`src/rtl/reg_file_2r1w.sv`:
```
// Two-read/one-write register file that zeroes every entry in hardware after reset.
// Reads take 1 cycle (registered outputs); writes land on the clock edge; optional hardwired-zero entry 0.
// No backpressure: ready_o stays low while the clear sequence runs, and all requests are ignored during that time.
// Optional feature: define REGFILE_BYPASS_EN to forward same-cycle write data to the read ports.
module reg_file_2r1w #(
    parameter int DATA_W   = 32,
    parameter int ADDR_W   = 5,
    parameter int ZERO_REG = 1
) (
    input  logic              clk,
    input  logic              rst,
    input  logic              rd_en0,
    input  logic [ADDR_W-1:0] rd_addr0,
    output logic [DATA_W-1:0] rd_data0,
    input  logic              rd_en1,
    input  logic [ADDR_W-1:0] rd_addr1,
    output logic [DATA_W-1:0] rd_data1,
    input  logic              wr_en,
    input  logic [ADDR_W-1:0] wr_addr,
    input  logic [DATA_W-1:0] wr_data,
    output logic              ready
);

    localparam int DEPTH = 1 << ADDR_W;
    localparam logic [ADDR_W-1:0] LAST_ADDR = ADDR_W'(DEPTH - 1);

    typedef enum logic {
        ST_CLEAR = 1'b0,
        ST_RUN   = 1'b1
    } state_t;

    state_t              state_q;
    logic [ADDR_W-1:0]   clr_cnt_q;
    logic [DATA_W-1:0]   mem_q [DEPTH];
    logic [DATA_W-1:0]   rd_data0_q, rd_data1_q;
    logic                ready_q;

    // Shared storage write port: the clear sequencer owns it in CLEAR, the user port in RUN
    logic                mem_we_d;
    logic [ADDR_W-1:0]   mem_waddr_d;
    logic [DATA_W-1:0]   mem_wdata_d;

    // Next read values for each port (hardwired zero first, then optional forwarding, then storage)
    logic [DATA_W-1:0]   rd_data0_d, rd_data1_d;

    // Select who drives the storage write port this cycle
    always_comb begin
        mem_we_d    = 1'b0;
        mem_waddr_d = clr_cnt_q;
        mem_wdata_d = '0;
        if (state_q == ST_CLEAR) begin
            mem_we_d    = 1'b1;
            mem_waddr_d = clr_cnt_q;
            mem_wdata_d = '0;
        end else begin
            mem_we_d    = wr_en && !((ZERO_REG != 0) && (wr_addr == '0));
            mem_waddr_d = wr_addr;
            mem_wdata_d = wr_data;
        end
    end

    // Resolve the value each read port would capture on this edge
    always_comb begin
        rd_data0_d = mem_q[rd_addr0];
        rd_data1_d = mem_q[rd_addr1];
`ifdef REGFILE_BYPASS_EN
        if (wr_en && (wr_addr == rd_addr0)) rd_data0_d = wr_data;
        if (wr_en && (wr_addr == rd_addr1)) rd_data1_d = wr_data;
`endif
        if ((ZERO_REG != 0) && (rd_addr0 == '0)) rd_data0_d = '0;
        if ((ZERO_REG != 0) && (rd_addr1 == '0)) rd_data1_d = '0;
    end

    // Storage array; a write coinciding with reset is dropped
    always_ff @(posedge clk) begin
        if (!rst && mem_we_d) begin
            mem_q[mem_waddr_d] <= mem_wdata_d;
        end
    end

    // Clear/run sequencer with registered read data and ready
    always_ff @(posedge clk) begin
        if (rst) begin
            state_q    <= ST_CLEAR;
            clr_cnt_q  <= '0;
            rd_data0_q <= '0;
            rd_data1_q <= '0;
            ready_q    <= 1'b0;
        end else begin
            case (state_q)
                ST_CLEAR: begin
                    rd_data0_q <= '0;
                    rd_data1_q <= '0;
                    clr_cnt_q  <= clr_cnt_q + 1'b1;
                    if (clr_cnt_q == LAST_ADDR) begin
                        state_q <= ST_RUN;
                        ready_q <= 1'b1;
                    end
                end
                ST_RUN: begin
                    if (rd_en0) rd_data0_q <= rd_data0_d;
                    if (rd_en1) rd_data1_q <= rd_data1_d;
                end
                default: begin
                    state_q   <= ST_CLEAR;
                    clr_cnt_q <= '0;
                    ready_q   <= 1'b0;
                end
            endcase
        end
    end

    assign rd_data0 = rd_data0_q;
    assign rd_data1 = rd_data1_q;
    assign ready    = ready_q;

endmodule

```
`config.mk`:
```
export PLATFORM = sky130hd
export DESIGN_NAME = reg_file_2r1w
export DESIGN_NICKNAME = d
export VERILOG_FILES = /design/src/rtl/reg_file_2r1w.sv
export SDC_FILE = /design/constraint.sdc
export NUM_CORES = 1
export LEC_CHECK = 0
export CAP_MARGIN = 20
export CORE_ASPECT_RATIO = 1.25
export CORE_MARGIN = 2
export CORE_UTILIZATION = 30
export CTS_BUF_LIST = sky130_fd_sc_hd__clkbuf_8
export DETAILED_ROUTE_END_ITERATION = 8
export GPL_ROUTABILITY_DRIVEN = 0
export MAX_ROUTING_LAYER = met4
export PLACE_DENSITY = 0.44
export SYNTH_ARGS = -nofsm -noshare
export SYNTH_HDL_FRONTEND = slang
export SYNTH_SLANG_ARGS = --single-unit
```
`constraint.sdc`:
```
create_clock -name clk -period 3.2 [get_ports clk]
set_input_delay 0.48 -clock clk [delete_from_list [all_inputs] [get_ports clk]]
set_output_delay 0.48 -clock clk [all_outputs]
set_load 0.05 [all_outputs]
```
==> flow_summary_export.csv <==
group,metric,value,unit
run_status,status,"finished, final reports clean",
worst_setup_path,max_stage_delay,0.91,ns
global_routing,groute.usage.overall,21.6,%
routing,via_per_inst,5.55,
logic_synthesis,avgSynthCellArea,18.4,um^2
sta,rsz0062_at_grt,"no",
pwr,vdd_drop_max,298,uV
sta,period_needed,2.91,ns
worst_setup_path,cp_num_buf_inv,1,
worst_setup_path,cp-startpoint,"rd_data0[7]$_SDFFE_PP0P_",
logic_synthesis,ys.flop_type,"edfxtp_1",
routing,drtPass1Iterations,6,
global_routing,antenna_found_initial,3,
clock_tree,root_buffer,"clkbuf_8",
die,ios,117,
run,drv_cap,0,
clock_tree,h-tree-depth,4,
routing,vias,29800,
global_routing,grt_pass1_wl,250000,um
logic_synthesis,synth-edff-count,1024,
finish,syn2layout_area_growth,19.0,%
pwr,power_leakage,19.4,nW
routing,wl,179000,um
min_path,hold_start,"rd_addr1[4]",
logic_synthesis,synth_async_sr_flop_share,0,%
clock_tree,insertion_delay,0.91,ns
worst_setup_path,start_kind,"register",
worst_setup_path,crit_type,"reg -> out",
clock_tree,clk_pin_slew_worst_paths,0.07,ns
die,die_area,170000,um^2
placement,portBuffers,116,
clock_tree,post_cts_buffers,0,
worst_setup_path,required,2.72,ns
global_routing,overflow,0,
worst_setup_path,crit_fanout,2,
placement,post-place-ws,0.0995,ns
finish,drive_above_1_share,29.0,%
sta,fin_ws,0.292,ns
die,start_util,30.2,%
logic_synthesis,synth_area,50100,um^2
finish,nets,3063,
worst_setup_path,crit_family,"buffers and inverters",
die,fp.dieW,369,um
worst_setup_path,r2r_start,"state_q$_SDFF_PP0_",
sta,setup-violations-final,0,
global_routing,grt_max_degree,65,
worst_setup_path,worstPathCellList,"clkdlybuf4s50_1",
worst_setup_path,crit_path_top_delay_cell,"clkdlybuf4s50_1",
worst_setup_path,worstPathArrival,2.43,ns
clock_tree,numClockSinks,1095,
logic_synthesis,postSynthRegisterBits,1095,
clock_tree,cts_tree,"done",
placement,dp_hpwl,113000,um
sta,hold_ws,0.227,ns
die,die_h,461,um
logic_synthesis,yosysSeqAreaShare,64.3,%
logic_synthesis,syn_inst,2721,
sta,finalHoldViolations,0,
clock_tree,cts-resized-gates,0,
finish,layout_common_cells,"1024 x edfxtp_1, 384 x mux4_2, 354 x mux2i_1",
placement,dp_cells,5023,
die,core,166000,um^2
pwr,powerDensity,508,nW/um^2
clock_tree,numCtsBuffers,180,
logic_synthesis,yosysWarnings,0,
clock_tree,clock_path_buffers,3,
die,num_rows,167,
finish,post-route-util,36.0,%
routing,drt_iter0_markers,2964,
worst_setup_path,cp-end-kind,"primary output",
logic_synthesis,syn_nets,2775,
finish,n_fill_cell,15400,
finish,fin_cells,5362,
finish,final_common_cell,"edfxtp_1",
logic_synthesis,synth.distinct_cells,44,
sta,slew_viol_final,0,
clock_tree,hold_buffers,0,
routing,drc,0,
sta,max_freq,0.344,GHz
global_routing,grt_pass1_vias,31700,
min_path,holdCritPathClass,"in -> reg",
sta,clock_skew,0.0348,ns
routing,drt-wirelength-per-cell,33.5,um
routing,ant_nets,0,
sta,finalCritPeriodShare,90.9,%
sta,worst_pin_slew,0.842,ns
sta,slew_headroom,43.7,%
[worst paths after layout]
check                           slack [ns]                   endpoint  depth (start not counted)
worst min-delay path                  0.23  rd_data1[30]$_SDFFE_PP0P_                          4
worst max register to register        0.47    mem_q[24][14]$_DFFE_PP_                          5
worst max-delay path                  0.29                rd_data0[7]                          1
worst min register to register        0.50         ready$_SDFFE_PP0P_                          2
[metrics by stage]
| step | TNS (ns) | instance area (um^2) | power, W |
|---|---|---|---|
| after floorplan | 0 | 50100 | 0.0172 |
| after global placement | -0.0268 | 55800 | 0.0180 |
| after detailed placement | 0 | 55900 | 0.0181 |
| after CTS | 0 | 59500 | 0.0306 |
| after global routing | 0 | 59600 | 0.0313 |
| final | 0 | 59600 | 0.0303 |
[kinds of logic after synthesis]
family          after synthesis  synth area share (%)
simple gates                285                  2.99
compound gates              364                  5.93
buf+inv                     234                  2.34
xor+xnor                      3                0.0525
fa+ha+maj                     2                0.0500
flops                      1095                  64.3
mux                         738                  24.4
[state kept, by name, indices dropped and copies added, names as in the netlist]
register,flops
clr_cnt_q,5
mem_q,1024
rd_data0,32
rd_data1,32
ready,1
state_q,1
[synth_stat cells (33+ instances only)]
| master | count | area share [%] |
|---|---|---|
| and2_1 | 35 | 0.44 |
| mux4_2 | 384 | 17 |
| nand2_1 | 73 | 0.55 |
| nor2_1 | 80 | 0.60 |
| a22oi_1 | 128 | 1.9 |
| nand4b_1 | 33 | 0.58 |
| edfxtp_1 | 1024 | 61 |
| a32oi_1 | 33 | 0.58 |
| nand4_1 | 33 | 0.41 |
| a22o_1 | 65 | 1.1 |
| buf_2 | 96 | 0.96 |
| dfxtp_1 | 71 | 2.8 |
| clkbuf_1 | 93 | 0.70 |
| mux2i_1 | 354 | 7.1 |
[report_power, final]
part           internal (W)  switching, W  leakage (nW)
Clock               0.00664       0.00590          2.07
Combinational      0.000959       0.00122          7.73
Sequential           0.0155     0.0000433          9.59
Total                0.0231       0.00716          19.4
[area by class of cell]
| class | count | area [um^2] | share of cell area (%) |
|---|---|---|---|
| Antenna cell | 3 | 7.51 | 0.0126 |
| Clock buffer | 214 | 2950 | 4.94 |
| Clock inverter | 121 | 716 | 1.20 |
| Inverter | 4 | 15.0 | 0.0252 |
| Multi-Input combinational cell | 1392 | 17100 | 28.7 |
| Sequential cell | 1095 | 32200 | 54.0 |
| Tap cell | 2197 | 2750 | 4.61 |
| Timing Repair Buffer | 336 | 3890 | 6.54 |
[tightest hold or removal path: stages]
cell and delay (ns):
buf_4 0.14, buf_12 0.22, nand2_1 0.11, a31o_1 0.13
[per-layer routing]
metal  GRT usage [%]  wire length [um]  up-vias
met4            6.89              5260        0
met5               -                 0        -
li1                -                 -    12200
met1            27.0             73900    16100
met3            3.29              9910      288
met2            36.0             90300     1186
Note: power is estimated with default switching activity, not from simulation.
==> RTL edit 1 (config.mk and constraints unchanged) <==
Set the parameter `ZERO_REG` to 0 (it was 1).
--- a/src/rtl/reg_file_2r1w.sv
+++ b/src/rtl/reg_file_2r1w.sv
@@ -5,7 +5,7 @@
 module reg_file_2r1w #(
     parameter int DATA_W   = 32,
     parameter int ADDR_W   = 5,
-    parameter int ZERO_REG = 1
+    parameter int ZERO_REG = 0
 ) (
     input  logic              clk,
     input  logic              rst,
Function: no difference found for any inputs over 4 cycles, from zero or initial values and one cycle with rst high; that may be too few to reach the edited logic, so the function may still have changed.
==> RTL edit 1 against the original RTL <==
Clock power fell by 6%; area after synthesis up 1.0%; synthesized cell count increased by 6.5%; fmax grew 0.81%; final cell count is 4.8% higher; global-route usage is 1.7 points higher; non-clock buffer count rose by 73; combinational power rose by 12%; routed wire length grew 9.2%; worst setup slack better by 0.023 ns; sequential cell count stayed put; largest power group unchanged; power fell by 1.5%; final area is 0.87% higher.
==> RTL edit 1: results (changes against the original RTL) <==
cts_buffers: 180  # unchanged
io_buffers: 116  # unchanged
min-delay-start: "rd_en0"
synth_nets: 2953  # +6.4%
grt_pass1_vias: 33600  # +6.0%
fill_cells: 15800  # +2.5%
clkSlewWorstSetupHoldPaths_ns: 0.06
critPathSlowestCell: "clkdlybuf4s50_1"
tightestPinTransition_ns: 0.924  # +0.0818 ns
hpwl_um: 127000  # +12%
first_pass_iters: 5  # -1
cts_resized: 0  # unchanged
synth_common_cells: "edfxtp_1 (1024), mux4_2 (347), mux2i_1 (331)"
htreeDepth: 4  # unchanged
wirelength_um: 196000  # +9.2%
post_cts_buffers: 0  # unchanged
top_register: "mem_q"
hold_class: "input pin to flop"
clockRootBuffer: "clkbuf_8"
drtIter0Drc: 3124  # +5.4%
synth.distinct_cells: 57  # +30%
startpoint: "rd_data0[2]"
outcome: "finished clean"
grt_pass1_wl_um: 270000  # +7.7%
crit_arrival_ns: 2.40  # -0.03 ns
grt_max_degree: 53  # -18%
drive_gt1_share_pct: 30.6  # +1.7 points
ir_drop_mv: 0.377  # +26%
synth_edf_count: 1024  # unchanged
antenna_found_initial: 7  # +4
clk_latency_ns: 0.93  # +0.02 ns
crit_fanout: 3  # +1
largest_reg_flops: 1024  # unchanged
synth_area_leaders: "edfxtp_1 (61%), mux4_2 (15%), mux2i_1 (6.6%)"
nets: 3312  # +8.1%
finClkSkew_ns: 0.0372  # +0.00238 ns
ys_async_sr_fraction_pct: 0  # unchanged
power.leakage_nw: 19.6  # +1.2%
ys_seq_area_share_pct: 63.6  # -0.67 points
grt_usage_pct: 23.3  # +1.7 points
vias: 31700  # +6.5%
pre_cts_slack_ns: -0.0204  # -0.120 ns
==> RTL edit 1: cell count changes after synthesis, moves of 33 or more <==
cell | unedited run | this run
a22oi_1 | 128 | 10
a221oi_1 | 0 | 98
a22o_1 | 65 | 1
o22ai_1 | 0 | 63
o21ai_0 | 2 | 64
mux2_2 | 0 | 60
a211oi_1 | 0 | 55
inv_1 | 4 | 53
a21oi_1 | 3 | 51
o221a_2 | 0 | 39
mux4_2 | 384 | 347
nor3b_1 | 2 | 39
nand4b_1 | 33 | 0
==> RTL edit 1: through the flow <==
stage                     cells  instance area, µm²
after global placement     5286               56700
final                      5619               60100
after global routing       5619               60100
after floorplan            2899               50600
after detailed placement   5286               56700
after CTS                  5618               60100
==> RTL edit 1: area by class of cell <==
| cell class | count | area share [%] |
|---|---|---|
| flip-flops and latches | 1095 | 53.5 |
| multi-input cells | 1517 | 28.8 |
| repair buffers | 409 | 7.03 |
| clock buffers | 205 | 4.69 |
| well taps | 2210 | 4.60 |
| clock inverters | 127 | 0.962 |
| inverters | 55 | 0.348 |
| diodes | 1 | 0.00416 |
==> RTL edit 1: cell families (layout without fill, tap and decap cells) <==
kind of cell    Yosys count  in the layout  share of synthesized area [%]
flops                  1095           1095                           63.6
buf+inv                 287            796                           2.71
fa+ha+maj                 2              2                         0.0495
mux                     740            740                           23.4
compound gates          485            485                           7.27
simple gates            288            288                           2.89
xor+xnor                  2              2                         0.0346
other cells               0              1                              0
==> RTL edit 1: final timing paths <==
path	to	cells after the start	slack, ns
worst min register to register	ready	2	0.49
worst max-delay path	rd_data0[2]	1	0.32
worst max register to register	rd_data1[18]	7	0.35
worst min-delay path	rd_data0[31]	3	0.11
==> RTL edit 1: where the power goes <==
group,internal (W),switching [W]
Sequential,0.0155,0.0000431
Combinational,0.00101,0.00143
Clock,0.00593,0.00588
==> RTL edit 1: layer usage <==
layer / wire length, µm / GRT usage (%)
met2: 96100 / 37.9
met1: 79600 / 28.9
met3: 11000 / 3.54
met4: 9190 / 9.83
met5: 0 / -
==> RTL edit 2 (config.mk and constraints unchanged) <==
Made on the original files. Reset style: asynchronous (`rst`), changed in one clocked block.
--- a/src/rtl/reg_file_2r1w.sv
+++ b/src/rtl/reg_file_2r1w.sv
@@ -79,7 +79,7 @@
     end
 
     // Clear/run sequencer with registered read data and ready
-    always_ff @(posedge clk) begin
+    always_ff @(posedge clk or posedge rst) begin
         if (rst) begin
             state_q    <= ST_CLEAR;
             clr_cnt_q  <= '0;
Formal check against the unedited RTL: same outputs for any inputs over 4 cycles, from zero or initial values and one cycle with rst high; that may be too few to reach the edited logic, so the function may still have changed.
==> RTL edit 2 against the original RTL <==
Area after synthesis is 2.2% higher; combinational power up 67%; sequential cell count stayed put; routed wire length grew 14%; power increased by 6.5%; register-to-register slack gained 0.16 ns; sequential power rose by 3%; final cell count up 4.1%; via count rose by 8.6%; final area increased by 1.7%; worst setup slack got worse by 0.11 ns; die area is 2.1% higher; count of clock-buffer cells in the layout decreased by 17.
==> RTL edit 2: results (changes against the original RTL) <==
drtIter0Drc: 3738  # +26%
avgSynthCellArea_um2: 17.9  # -2.8%
clk_latency_ns: 0.94  # +0.03 ns
pre_cts_slack_ns: 0.118  # +0.0183 ns
crit_fanout: 4  # +2
hold_buffers: 1  # +1
grt_pass1_wl_um: 280000  # +12%
synth.distinct_cells: 63  # +43%
synth_area_leaders: "edfxtp_1 (60%), mux4_2 (17%), mux2i_1 (4.6%)"
hpwl_um: 125000  # +9.9%
hold_class: "input pin to asynchronous set/reset pin"
cts_buffers: 187  # +3.9%
antenna_found_initial: 11  # +8
cts.path.max_buffers: 3  # unchanged
cpPeakStageDelay_ns: 1.10  # +0.19 ns
startpoint: "rd_data0[13]"
nets: 3250  # +6.1%
drive_gt1_share_pct: 31.4  # +2.4 points
ys_seq_area_share_pct: 63.6  # -0.66 points
fin_cells: 5581  # +4.1%
power.leakage_nw: 19.9  # +2.7%
synth_common_cells: "edfxtp_1 (1024), mux4_2 (375), mux2i_1 (237)"
grt_usage_pct: 24.1  # +2.4 points
worstReg2RegStart: "state_q"
vias: 32300  # +8.6%
wirelength_um: 205000  # +14%
ys_async_sr_fraction_pct: 6.48  # +6.5 points
finClkSkew_ns: 0.0542  # +0.0193 ns
synth_nets: 2914  # +5.0%
outcome: "finished clean"
clockRootBuffer: "clkbuf_8"
grt_pass1_vias: 33700  # +6.1%
first_pass_iters: 5  # -1
largest_reg_flops: 1024  # unchanged
top_register: "mem_q"
crit_arrival_ns: 2.54  # +0.11 ns
dp.cells: 5229  # +4.1%
tightestPinTransition_ns: 1.08  # +0.238 ns
grt_max_degree: 50  # -23%
ir_drop_mv: 0.409  # +37%
io_buffers: 116  # unchanged
[RTL edit 2: cell types whose count changed after synthesis, sizes merged, moves of 57 or more]
cell    delta
a21oi     +57
a221oi    +70
dfxtp     -71
mux2      +85
a22o      -63
o22ai     +70
a22oi     -83
a211oi    +68
nor2b     +64
dfrtp     +71
mux2i    -117
[RTL edit 2: kinds of logic after synthesis]
kind of cell	count (synthesis)	share of synthesized area [%]
and+or+nand+nor	350	3.47
AOI/OAI and AO/OA	472	6.79
buffers and inverters	237	2.80
xor gates and xnor gates	3	0.0514
adders and majority gates	2	0.0489
DFF	1095	63.6
muxes	701	23.2
[RTL edit 2: layout make-up]
class | count | area (µm²)
clock inverter | 151 | 910
sequential | 1095 | 32500
multi-input combinational | 1528 | 17500
timing repair buffer | 378 | 4130
fill | 15900 | 109000
inverter | 6 | 27.5
tap | 2223 | 2780
antenna | 3 | 7.51
clock buffer | 197 | 2710
[RTL edit 2: per-stage QoR]
| step | instance area [µm²] | hold WS, ns |
|---|---|---|
| final | 60600 | 0.212 |
| after global routing | 60600 | 0.190 |
| after CTS | 60600 | 0.120 |
| after detailed placement | 57000 | 0.476 |
| after global placement | 57000 | 0.457 |
| after floorplan | 51200 | 0.519 |
[RTL edit 2: routing by layer]
metal / global-route usage, % / vias up / part of all wire (%) / routed length (µm)
li1: - / 12800 / - / -
met1: 31.7 / 17600 / 42 / 86800
met2: 38.1 / 1638 / 48 / 97900
met3: 4.26 / 326 / 7.1 / 14500
met4: 7.18 / 0 / 2.8 / 5770
met5: - / - / 0 / 0
[RTL edit 2: worst paths after layout]
check	slack, ns	to	cells after the start
min in group clk	0.21	rd_data0[26]	4
setup / recovery	0.18	rd_data0[13]	1
setup reg to reg	0.63	mem_q[1][19]	4
hold reg to reg	0.48	ready	1
max in group asynchronous	2.07	rd_data0[31]	3
hold / removal	0.21	rd_data0[22]	3
[RTL edit 2: power by group]
group          internal [W]  switching, W  leakage, nW  total (W)
clock               0.00651       0.00600         2.07     0.0125
sequential           0.0158      0.000274         10.1     0.0161
combinational       0.00135       0.00231         7.78    0.00365
total                0.0237       0.00858         19.9     0.0322
